[src/rtl/scanline_arbiter_pkg.sv]
// Video timing constants and arbiter state encoding shared by the
// scanline arbiter and the display timing generator.
package scanline_arbiter_pkg;

   localparam int H_TOTAL = 800;
   localparam int V_TOTAL = 525;
   localparam int V_ADDR  = 480;

   typedef enum logic [1:0] {
      ST_IDLE = 2'd0,
      ST_VID  = 2'd1,
      ST_HOST = 2'd2
   } arb_state_t;

endpackage

[src/rtl/scanline_window.sv]
// Decodes the beam position into the video-protected window, the
// vertical-blank start point and the last pixel of the frame.
module scanline_window
   import scanline_arbiter_pkg::*;
#(
   parameter int PREFETCH = 8
) (
   input  logic [9:0] i_hpos,
   input  logic [9:0] i_vpos,
   input  logic       i_display_on,
   output logic       o_prot,
   output logic       o_vblank_start,
   output logic       o_frame_end
);

   localparam logic [9:0] PF_START  = 10'(H_TOTAL - PREFETCH);
   localparam logic [9:0] H_LAST    = 10'(H_TOTAL - 1);
   localparam logic [9:0] V_LAST    = 10'(V_TOTAL - 1);
   localparam logic [9:0] V_PF_LAST = 10'(V_ADDR - 1);
   localparam logic [9:0] V_BLANK   = 10'(V_ADDR);

   logic w_prefetch_line;

   // Prefetch runs on every line whose successor is addressable, including
   // the final blanking line that precedes line 0.
   assign w_prefetch_line = (i_vpos < V_PF_LAST) || (i_vpos == V_LAST);
   assign o_prot          = i_display_on || ((i_hpos >= PF_START) && w_prefetch_line);
   assign o_vblank_start  = (i_hpos == 10'd0) && (i_vpos == V_BLANK);
   assign o_frame_end     = (i_hpos == H_LAST) && (i_vpos == V_LAST);

endmodule

[src/rtl/scanline_arbiter.sv]
// Single-port frame-buffer arbiter: video owns the memory inside the
// protected window, the host gets it everywhere else.
//
//   state   | meaning
//   --------+-----------------------------------------------
//   ST_IDLE | no access on the memory bus this cycle
//   ST_VID  | video read on the memory bus this cycle
//   ST_HOST | host read or write on the memory bus this cycle
module scanline_arbiter
   import scanline_arbiter_pkg::*;
#(
   parameter int AW       = 10,
   parameter int DW       = 8,
   parameter int PREFETCH = 8
) (
   input  logic          clk,
   input  logic          rst_n,
   input  logic [9:0]    hpos,
   input  logic [9:0]    vpos,
   input  logic          display_on,
   input  logic          vid_req,
   input  logic [AW-1:0] vid_addr,
   output logic [DW-1:0] vid_rdata,
   output logic          vid_rvalid,
   input  logic          host_valid,
   output logic          host_ready,
   input  logic          host_we,
   input  logic [AW-1:0] host_addr,
   input  logic [DW-1:0] host_wdata,
   output logic [DW-1:0] host_rdata,
   output logic          host_rvalid,
   output logic          mem_en,
   output logic          mem_we,
   output logic [AW-1:0] mem_addr,
   output logic [DW-1:0] mem_wdata,
   input  logic [DW-1:0] mem_rdata,
   output logic          vblank_irq,
   output logic [7:0]    frame_cnt
);

   logic          w_prot;
   logic          w_vblank_start;
   logic          w_frame_end;
   logic          w_host_grant;
   logic          w_vid_grant;

   arb_state_t    r_state;
   logic          r_mem_we;
   logic [AW-1:0] r_mem_addr;
   logic [DW-1:0] r_mem_wdata;
   logic          r_vid_rvalid;
   logic          r_host_rvalid;
   logic [DW-1:0] r_vid_rdata;
   logic [DW-1:0] r_host_rdata;
   logic          r_vblank_irq;
   logic [7:0]    r_frame_cnt;

   scanline_window #(
      .PREFETCH (PREFETCH)
   ) u_window (
      .i_hpos         (hpos),
      .i_vpos         (vpos),
      .i_display_on   (display_on),
      .o_prot         (w_prot),
      .o_vblank_start (w_vblank_start),
      .o_frame_end    (w_frame_end)
   );

   // Outside the window a pending host request pre-empts (and drops) video.
   assign w_host_grant = !w_prot && host_valid;
   assign w_vid_grant  = vid_req && !w_host_grant;
   assign host_ready   = w_host_grant;

   always_ff @(posedge clk or negedge rst_n) begin
      if (!rst_n) begin
         r_state       <= ST_IDLE;
         r_mem_we      <= 1'b0;
         r_mem_addr    <= '0;
         r_mem_wdata   <= '0;
         r_vid_rvalid  <= 1'b0;
         r_host_rvalid <= 1'b0;
         r_vid_rdata   <= '0;
         r_host_rdata  <= '0;
         r_vblank_irq  <= 1'b0;
         r_frame_cnt   <= '0;
      end else begin
         if (w_host_grant) begin
            r_state     <= ST_HOST;
            r_mem_we    <= host_we;
            r_mem_addr  <= host_addr;
            r_mem_wdata <= host_wdata;
         end else if (w_vid_grant) begin
            r_state    <= ST_VID;
            r_mem_we   <= 1'b0;
            r_mem_addr <= vid_addr;
         end else begin
            r_state  <= ST_IDLE;
            r_mem_we <= 1'b0;
         end

         // Memory answers one cycle after the bus cycle.
         r_vid_rvalid  <= (r_state == ST_VID);
         r_host_rvalid <= (r_state == ST_HOST) && !r_mem_we;
         if (r_vid_rvalid)  r_vid_rdata  <= mem_rdata;
         if (r_host_rvalid) r_host_rdata <= mem_rdata;

         r_vblank_irq <= w_vblank_start;
         if (w_frame_end) r_frame_cnt <= r_frame_cnt + 8'd1;
      end
   end

   assign mem_en      = (r_state != ST_IDLE);
   assign mem_we      = r_mem_we;
   assign mem_addr    = r_mem_addr;
   assign mem_wdata   = r_mem_wdata;
   assign vid_rvalid  = r_vid_rvalid;
   assign host_rvalid = r_host_rvalid;
   assign vid_rdata   = r_vid_rvalid  ? mem_rdata : r_vid_rdata;
   assign host_rdata  = r_host_rvalid ? mem_rdata : r_host_rdata;
   assign vblank_irq  = r_vblank_irq;
   assign frame_cnt   = r_frame_cnt;

endmodule

[config.mk]
export PLATFORM = sky130hd
export DESIGN_NAME = scanline_arbiter
export DESIGN_NICKNAME = d
export VERILOG_FILES = /design/src/rtl/scanline_arbiter_pkg.sv /design/src/rtl/scanline_window.sv /design/src/rtl/scanline_arbiter.sv
export SDC_FILE = /design/constraint.sdc
export NUM_CORES = 1
export LEC_CHECK = 0
export ABC_CLOCK_PERIOD_IN_PS = 2700
export CAP_MARGIN = 0
export CORE_MARGIN = 2
export CORE_UTILIZATION = 40
export DETAILED_ROUTE_END_ITERATION = 8
export PLACE_DENSITY = 0.76
export SLEW_MARGIN = 25
export SYNTH_ARGS = -nofsm -noshare
export SYNTH_HDL_FRONTEND = slang
export SYNTH_SLANG_ARGS = --single-unit
export TNS_END_PERCENT = 5
[constraint.sdc]
create_clock -name clk -period 2.7 [get_ports clk]
set_clock_uncertainty 0.2 [all_clocks]
set_input_delay 0.405 -clock clk [delete_from_list [all_inputs] [get_ports clk]]
set_output_delay 0.405 -clock clk [all_outputs]
set_load 0.02 [all_outputs]
==> results.py, run 1 <==
metrics = {
    "sta": {
        "fmax_mhz": 389.2,
        "min_period_over_period_pct": 95.16,
        "finalHoldViolCount": 0,
        "period_minus_slack_ns": 2.569,
        "tns_ns": 0,
        "setup_viol": 0,
        "rsz0062_at_grt": "no",
        "relSlewSlack_pct": 63.02,
        "fin_ws_ns": 0.1306,
        "final_max_slew_viol_count": 0,
        "worst_pin_slew_ns": 0.5530,
    },
    "worst_setup_path": {
        "crit_chain": "clkdlybuf4s50_1 > or3_1 > o32a_1 > a21oi_2 > nor2_1 > buf_4",
        "worstPathArrival_ns": 1.96,
        "critPathLaunchType": "input port",
        "crit_start": "vpos[4]",
        "rrSetupSlack_ns": 1.33,
        "worstPathMaxFanout": 2,
        "crit_required_ns": 2.10,
        "reg2regPathDepth": 4,
        "worst_path_max_delay_cell": "or3_1",
        "critPathKind": "in -> out",
        "r2r-end": "frame_cnt[4]",
        "endpoint_kind": "primary output",
        "slowest_delay_ns": 0.42,
        "r2r-start": "frame_cnt[0]",
    },
    "drt": {
        "drc_errors": 0,
        "vias": 2496,
        "wl_per_cell_um": 16.18,
        "routed_wl_um": 7428,
        "firstDrtPassIters": 6,
        "ant_nets": 0,
        "drt_iter0_markers": 82,
        "avgViaCountPerCell": 5.438,
    },
    "clock_network": {
        "cts_buffers": 5,
        "clkTransAtPathRegs_ns": 0.10,
        "tritoncts": "done",
        "cts_sinks": 48,
        "htree_levels": 2,
        "cts_root_buf": "clkbuf_8",
        "clock_path_buffers": 2,
        "clk_latency_ns": 0.31,
    },
    "synthesis": {
        "ys_warn_count": 0,
        "ys.flop_type": "dfrtp_1",
        "synth_seq_cells": 48,
        "synth_cell_types": 38,
        "synth_nets": 320,
        "syn_inst": 257,
        "avgSynthCellArea_um2": 10.26,
        "yosys-top-cells-area": "dfrtp_1 (46%), mux2_2 (12%), a211oi_1 (5.7%)",
        "synth.most_common_cell": "dfrtp_1",
        "synth_top_area_cell": "dfrtp_1",
        "yosysTopAreaCellShare_pct": 45.56,
        "async_reset_ff_share_pct": 100.0,
        "seq_area_frac_synth_pct": 45.56,
        "ys_top_cells_by_count": "dfrtp_1 (48), nor2_1 (35), mux2_2 (27)",
        "synth_edf_count": 0,
        "syn-cell-area_mm2": 0.002636,
    },
    "global_routing": {
        "antenna_found_initial": 0,
        "grt_max_degree": 32,
        "gr-total-overflow": 0,
        "grt_first_pass_wirelength_um": 11950,
        "grtUsageTotal_pct": 20.41,
        "grt_pass1_vias": 2489,
    },
    "pwr": {
        "leakagePower_nw": 1.769,
        "vdd_ir_drop_max_mv": 0.3523,
        "p_per_area_mw_per_mm2": 545.7,
    },
    "place": {
        "post-dp-hpwl_um": 5357,
        "place_congestion": 0.7398,
        "port_buffers": 109,
        "pre_cts_ws_ns": -0.4979,
    },
    "floorplan": {
        "start_util_pct": 41.52,
        "num_io_pins": 110,
        "fp.dieW_um": 85.19,
        "dieArea_mm2": 0.007256,
        "core_region_area_mm2": 0.006350,
        "die_h_um": 85.19,
        "rows": 29,
    },
    "min_path": {
        "hold_depth": 1,
        "hold_class": "reg -> reg",
        "hp-start": "mem_we",
        "whs_endpoint": "host_rvalid",
    },
    "finish": {
        "areaGrowthSynthToFinish_pct": 55.24,
        "fillers": 507,
        "drive_gt1_share_pct": 18.32,
        "diodes": 0,
        "final_core_util_pct": 64.45,
        "nets": 444,
    },
    "run_status": {
        "status": "finished, final reports clean",
    },
    "job": {
        "cap_violations": 0,
    },
}
[layer usage]
layer	vias up	global-route usage [%]	share of wire [%]
met2	86	35.72	49
met1	1201	26.04	43
li1	1200	-	-
met5	-	0	0
met3	9	3.891	6.2
met4	0	4.906	1.3
[flip-flops by register name, indices dropped and copies added (netlist names)]
name and count:
mem_addr 10, frame_cnt 8, mem_we 1, r_state 2, vid_rvalid 1, mem_wdata 8, host_rvalid 1, r_host_rdata 8
vblank_irq 1, r_vid_rdata 8
[worst max path at each step]
stage	endpoint	slack, ns	cells past startpoint
2_1_floorplan	host_ready	0.26	5
3_3_place_gp	host_ready	-0.48	6
3_5_place_dp	host_ready	-0.50	6
4_1_cts	host_ready	0.003	6
5_1_grt	host_ready	0.07	6
6_report	host_ready	0.13	6
[area by class of cell]
| type | instances | area (µm²) | share of cell area [%] |
|---|---|---|---|
| tap | 77 | 96.34 | 2.354 |
| clock inverter | 3 | 68.82 | 1.681 |
| multi-input combinational | 189 | 1346 | 32.90 |
| inverter | 1 | 3.754 | 0.09171 |
| timing repair buffer | 136 | 1308 | 31.95 |
| clock buffer | 5 | 68.82 | 1.681 |
| sequential | 48 | 1201 | 29.35 |
[where the power goes]
part / total [mW] / internal, mW / switching (mW) / leakage, nW
sequential: 0.870 / 0.818 / 0.0524 / 0.589
clock: 0.630 / 0.373 / 0.257 / 0.0687
combinational: 0.733 / 0.390 / 0.344 / 1.11
total: 2.23 / 1.58 / 0.653 / 1.77
[layout by cell type (no fill, tap or decap), drive strengths merged, types with 2 or more instances in the layout]
cell / instances
inv: 2
clkdlybuf4s50: 103
nor4: 3
nor2: 35
buf: 28
nor2b: 2
mux2: 27
bufinv: 2
nand4: 3
dfrtp: 48
a311o: 11
and2: 2
nor3: 9
o21ai: 8
xnor2: 7
and3: 5
nand2: 20
nand3: 6
a211oi: 20
dlymetal6s2s: 3
o211a: 8
clkbuf: 5
or3: 9
[timing repair]
action / 4_1_cts / 5_1_grt
hold buffers: 1 / 0
setup endpoints to repair: 1 / 1
pin swaps: 2 / 4
hold endpoints to repair: 17 / 0
resized for setup: 7 / 3
setup buffers: 2 / 1
[cells by family after synthesis]
family                     count (synthesis)  synth area share [%]
AOI/OAI and AO/OA                         53                 17.13
xor gates and xnor gates                   7                 2.326
adders and majority gates                  1                0.4745
buffers and inverters                     20                 3.749
DFF                                       48                 45.56
muxes                                     27                 11.53
and+or+nand+nor                          101                 19.22
[per-stage QoR]
step / instances / hold WS [ns] / instance area (µm²) / power (mW)
after floorplan: 257 / -0.09059 / 2636 / 1.231
after global placement: 447 / 0.1634 / 3915 / 1.596
after detailed placement: 447 / 0.1730 / 3915 / 1.619
after CTS: 458 / 0.2459 / 4078 / 2.258
after global routing: 459 / 0.2666 / 4093 / 2.340
final: 459 / 0.2445 / 4093 / 2.234
[critical path, delay by kind of cell]
family                 cells  cell delay [ns]
AO/OA/AOI/OAI              2             0.50
buffers and inverters      2             0.56
AND/OR/NAND/NOR            2             0.50
No activity file was read; power rests on OpenSTA's default activity.
==> run 2, diff against run 1 <==
--- a/config.mk
+++ b/config.mk
@@ -10,7 +10,7 @@
 export CORE_MARGIN = 2
 export CORE_UTILIZATION = 40
 export DETAILED_ROUTE_END_ITERATION = 8
-export PLACE_DENSITY = 0.76
+export PLACE_DENSITY = 0.8
 export SLEW_MARGIN = 25
 export SYNTH_ARGS = -nofsm -noshare
 export SYNTH_HDL_FRONTEND = slang
==> results.py, run 2 (synthesized netlist as in run 1, its figures left out) <==
metrics = {
    "sta": {
        "final_max_slew_viol_count": 0,
        "fin_hold_ws_ns": 0.2441,
        "period_minus_slack_ns": 2.622,
        "rsz0062_at_grt": "no",
        "fmax_mhz": 381.3,
        "worst_pin_slew_ns": 0.5771,
        "min_period_over_period_pct": 97.12,
        "relSlewSlack_pct": 61.41,
        "tns_ns": 0,
        "finalHoldViolCount": 0,
        "setup_viol": 0,
    },
    "clock_network": {
        "cts_root_buf": "clkbuf_8",
        "cts_buffers": 5,
        "clkTransAtPathRegs_ns": 0.09,
        "tritoncts": "done",
        "clk_latency_ns": 0.29,
        "cts_sinks": 48,
        "htree_levels": 2,
        "clock_path_buffers": 2,
    },
    "pwr": {
        "p_per_area_mw_per_mm2": 543.4,
        "total_power_mw": 2.231,
        "vdd_ir_drop_max_mv": 0.4109,
        "leakagePower_nw": 1.761,
    },
    "floorplan": {
        "core_region_area_mm2": 0.006350,
        "num_io_pins": 110,
        "fp.dieW_um": 85.19,
        "die_h_um": 85.19,
        "start_util_pct": 41.52,
        "dieArea_mm2": 0.007256,
        "rows": 29,
    },
    "global_routing": {
        "gr-total-overflow": 0,
        "grt_first_pass_wirelength_um": 12410,
        "antenna_found_initial": 0,
        "grtUsageTotal_pct": 21.21,
        "grt_max_degree": 30,
        "grt_pass1_vias": 2564,
    },
    "drt": {
        "vias": 2564,
        "ant_nets": 0,
        "wl_per_cell_um": 16.47,
        "routed_wl_um": 7577,
        "avgViaCountPerCell": 5.574,
        "firstDrtPassIters": 5,
        "drt_iter0_markers": 66,
        "drc_errors": 0,
    },
    "place": {
        "place_congestion": 0.7454,
        "port_buffers": 109,
        "post-dp-hpwl_um": 5615,
    },
    "worst_setup_path": {
        "critPathKind": "in -> out",
        "crit_required_ns": 2.10,
        "worstPathMaxFanout": 2,
        "worstPathArrival_ns": 2.02,
        "endpoint_kind": "primary output",
        "critPathLaunchType": "input port",
    },
    "finish": {
        "diodes": 0,
        "largest_reg_flops": 10,
        "final_core_util_pct": 64.65,
        "fillers": 518,
        "layout.cells.most_common": "clkdlybuf4s50_1",
        "final_cell_mix": "clkdlybuf4s50_1 (103), dfrtp_1 (48), nor2_1 (35)",
        "areaGrowthSynthToFinish_pct": 55.72,
        "nets": 445,
        "drive_gt1_share_pct": 18.54,
    },
    "job": {
        "cap_violations": 0,
    },
    "min_path": {
        "hold_class": "reg -> reg",
    },
    "run_status": {
        "status": "finished, final reports clean",
    },
}
## run 2: changes by cell type in the layout (fill, tap and decap cells not counted)
| cell | delta |
|---|---|
| buf_12 | +1 |
| dlygate4sd2_1 | +2 |
| dlymetal6s2s_1 | -2 |
## run 2: layout make-up
class	instances	area [µm²]	share of cell area [%]
well taps	77	96.34	2.347
clock inverters	3	68.82	1.676
flip-flops and latches	48	1201	29.26
multi-input cells	189	1346	32.79
inverters	1	3.754	0.09144
repair buffers	137	1320	32.15
clock buffers	5	68.82	1.676
## run 2: power by group
part / internal [mW] / total [mW] / switching, mW
Sequential: 0.818 / 0.870 / 0.0522
Clock: 0.373 / 0.624 / 0.251
Combinational: 0.393 / 0.737 / 0.344
## run 2: final timing paths
| check | startpoint | end | slack, ns | depth (start not counted) |
|---|---|---|---|---|
| worst max-delay path | vpos[4] | host_ready | 0.08 | 6 |
| worst min-delay path | r_state[1] | vid_rvalid | 0.24 | 1 |
| worst max register to register | frame_cnt[0] | frame_cnt[4] | 1.36 | 4 |
| worst min register to register | r_state[1] | vid_rvalid | 0.24 | 1 |
| max in group asynchronous | rst_n | mem_wdata[1] | 1.42 | 3 |
| min in group asynchronous | rst_n | frame_cnt[4] | 0.31 | 2 |
## run 2: worst max-delay path: stages
cell and delay (ns):
clkdlybuf4s50_1 0.42, or3_1 0.43, o32a_1 0.35, a21oi_2 0.18
nor2_1 0.07, buf_4 0.16
## run 2: metrics by stage
step,std cells,area [µm²],worst slack [ns]
CTS,460,4103,0.02152
global placement,450,3950,-0.4817
finish,460,4105,0.07763
global route,460,4105,0.03070
detailed placement,450,3950,-0.5237
floorplan,257,2636,0.2554
## run 2: routing by layer
metal,track usage [%],wire length [µm]
met4,5.195,96
met5,0,0
met2,37.00,3896
met1,27.24,3153
met3,3.891,431
## run 2: repair_timing
item	4_1_cts	5_1_grt
hold buffers	1	0
buffers inserted	1	0
endpoints found under the hold margin	12	0
gates cloned	0	0
gates resized for setup	9	1
endpoints found under the setup margin	1	1
pin swaps	4	4
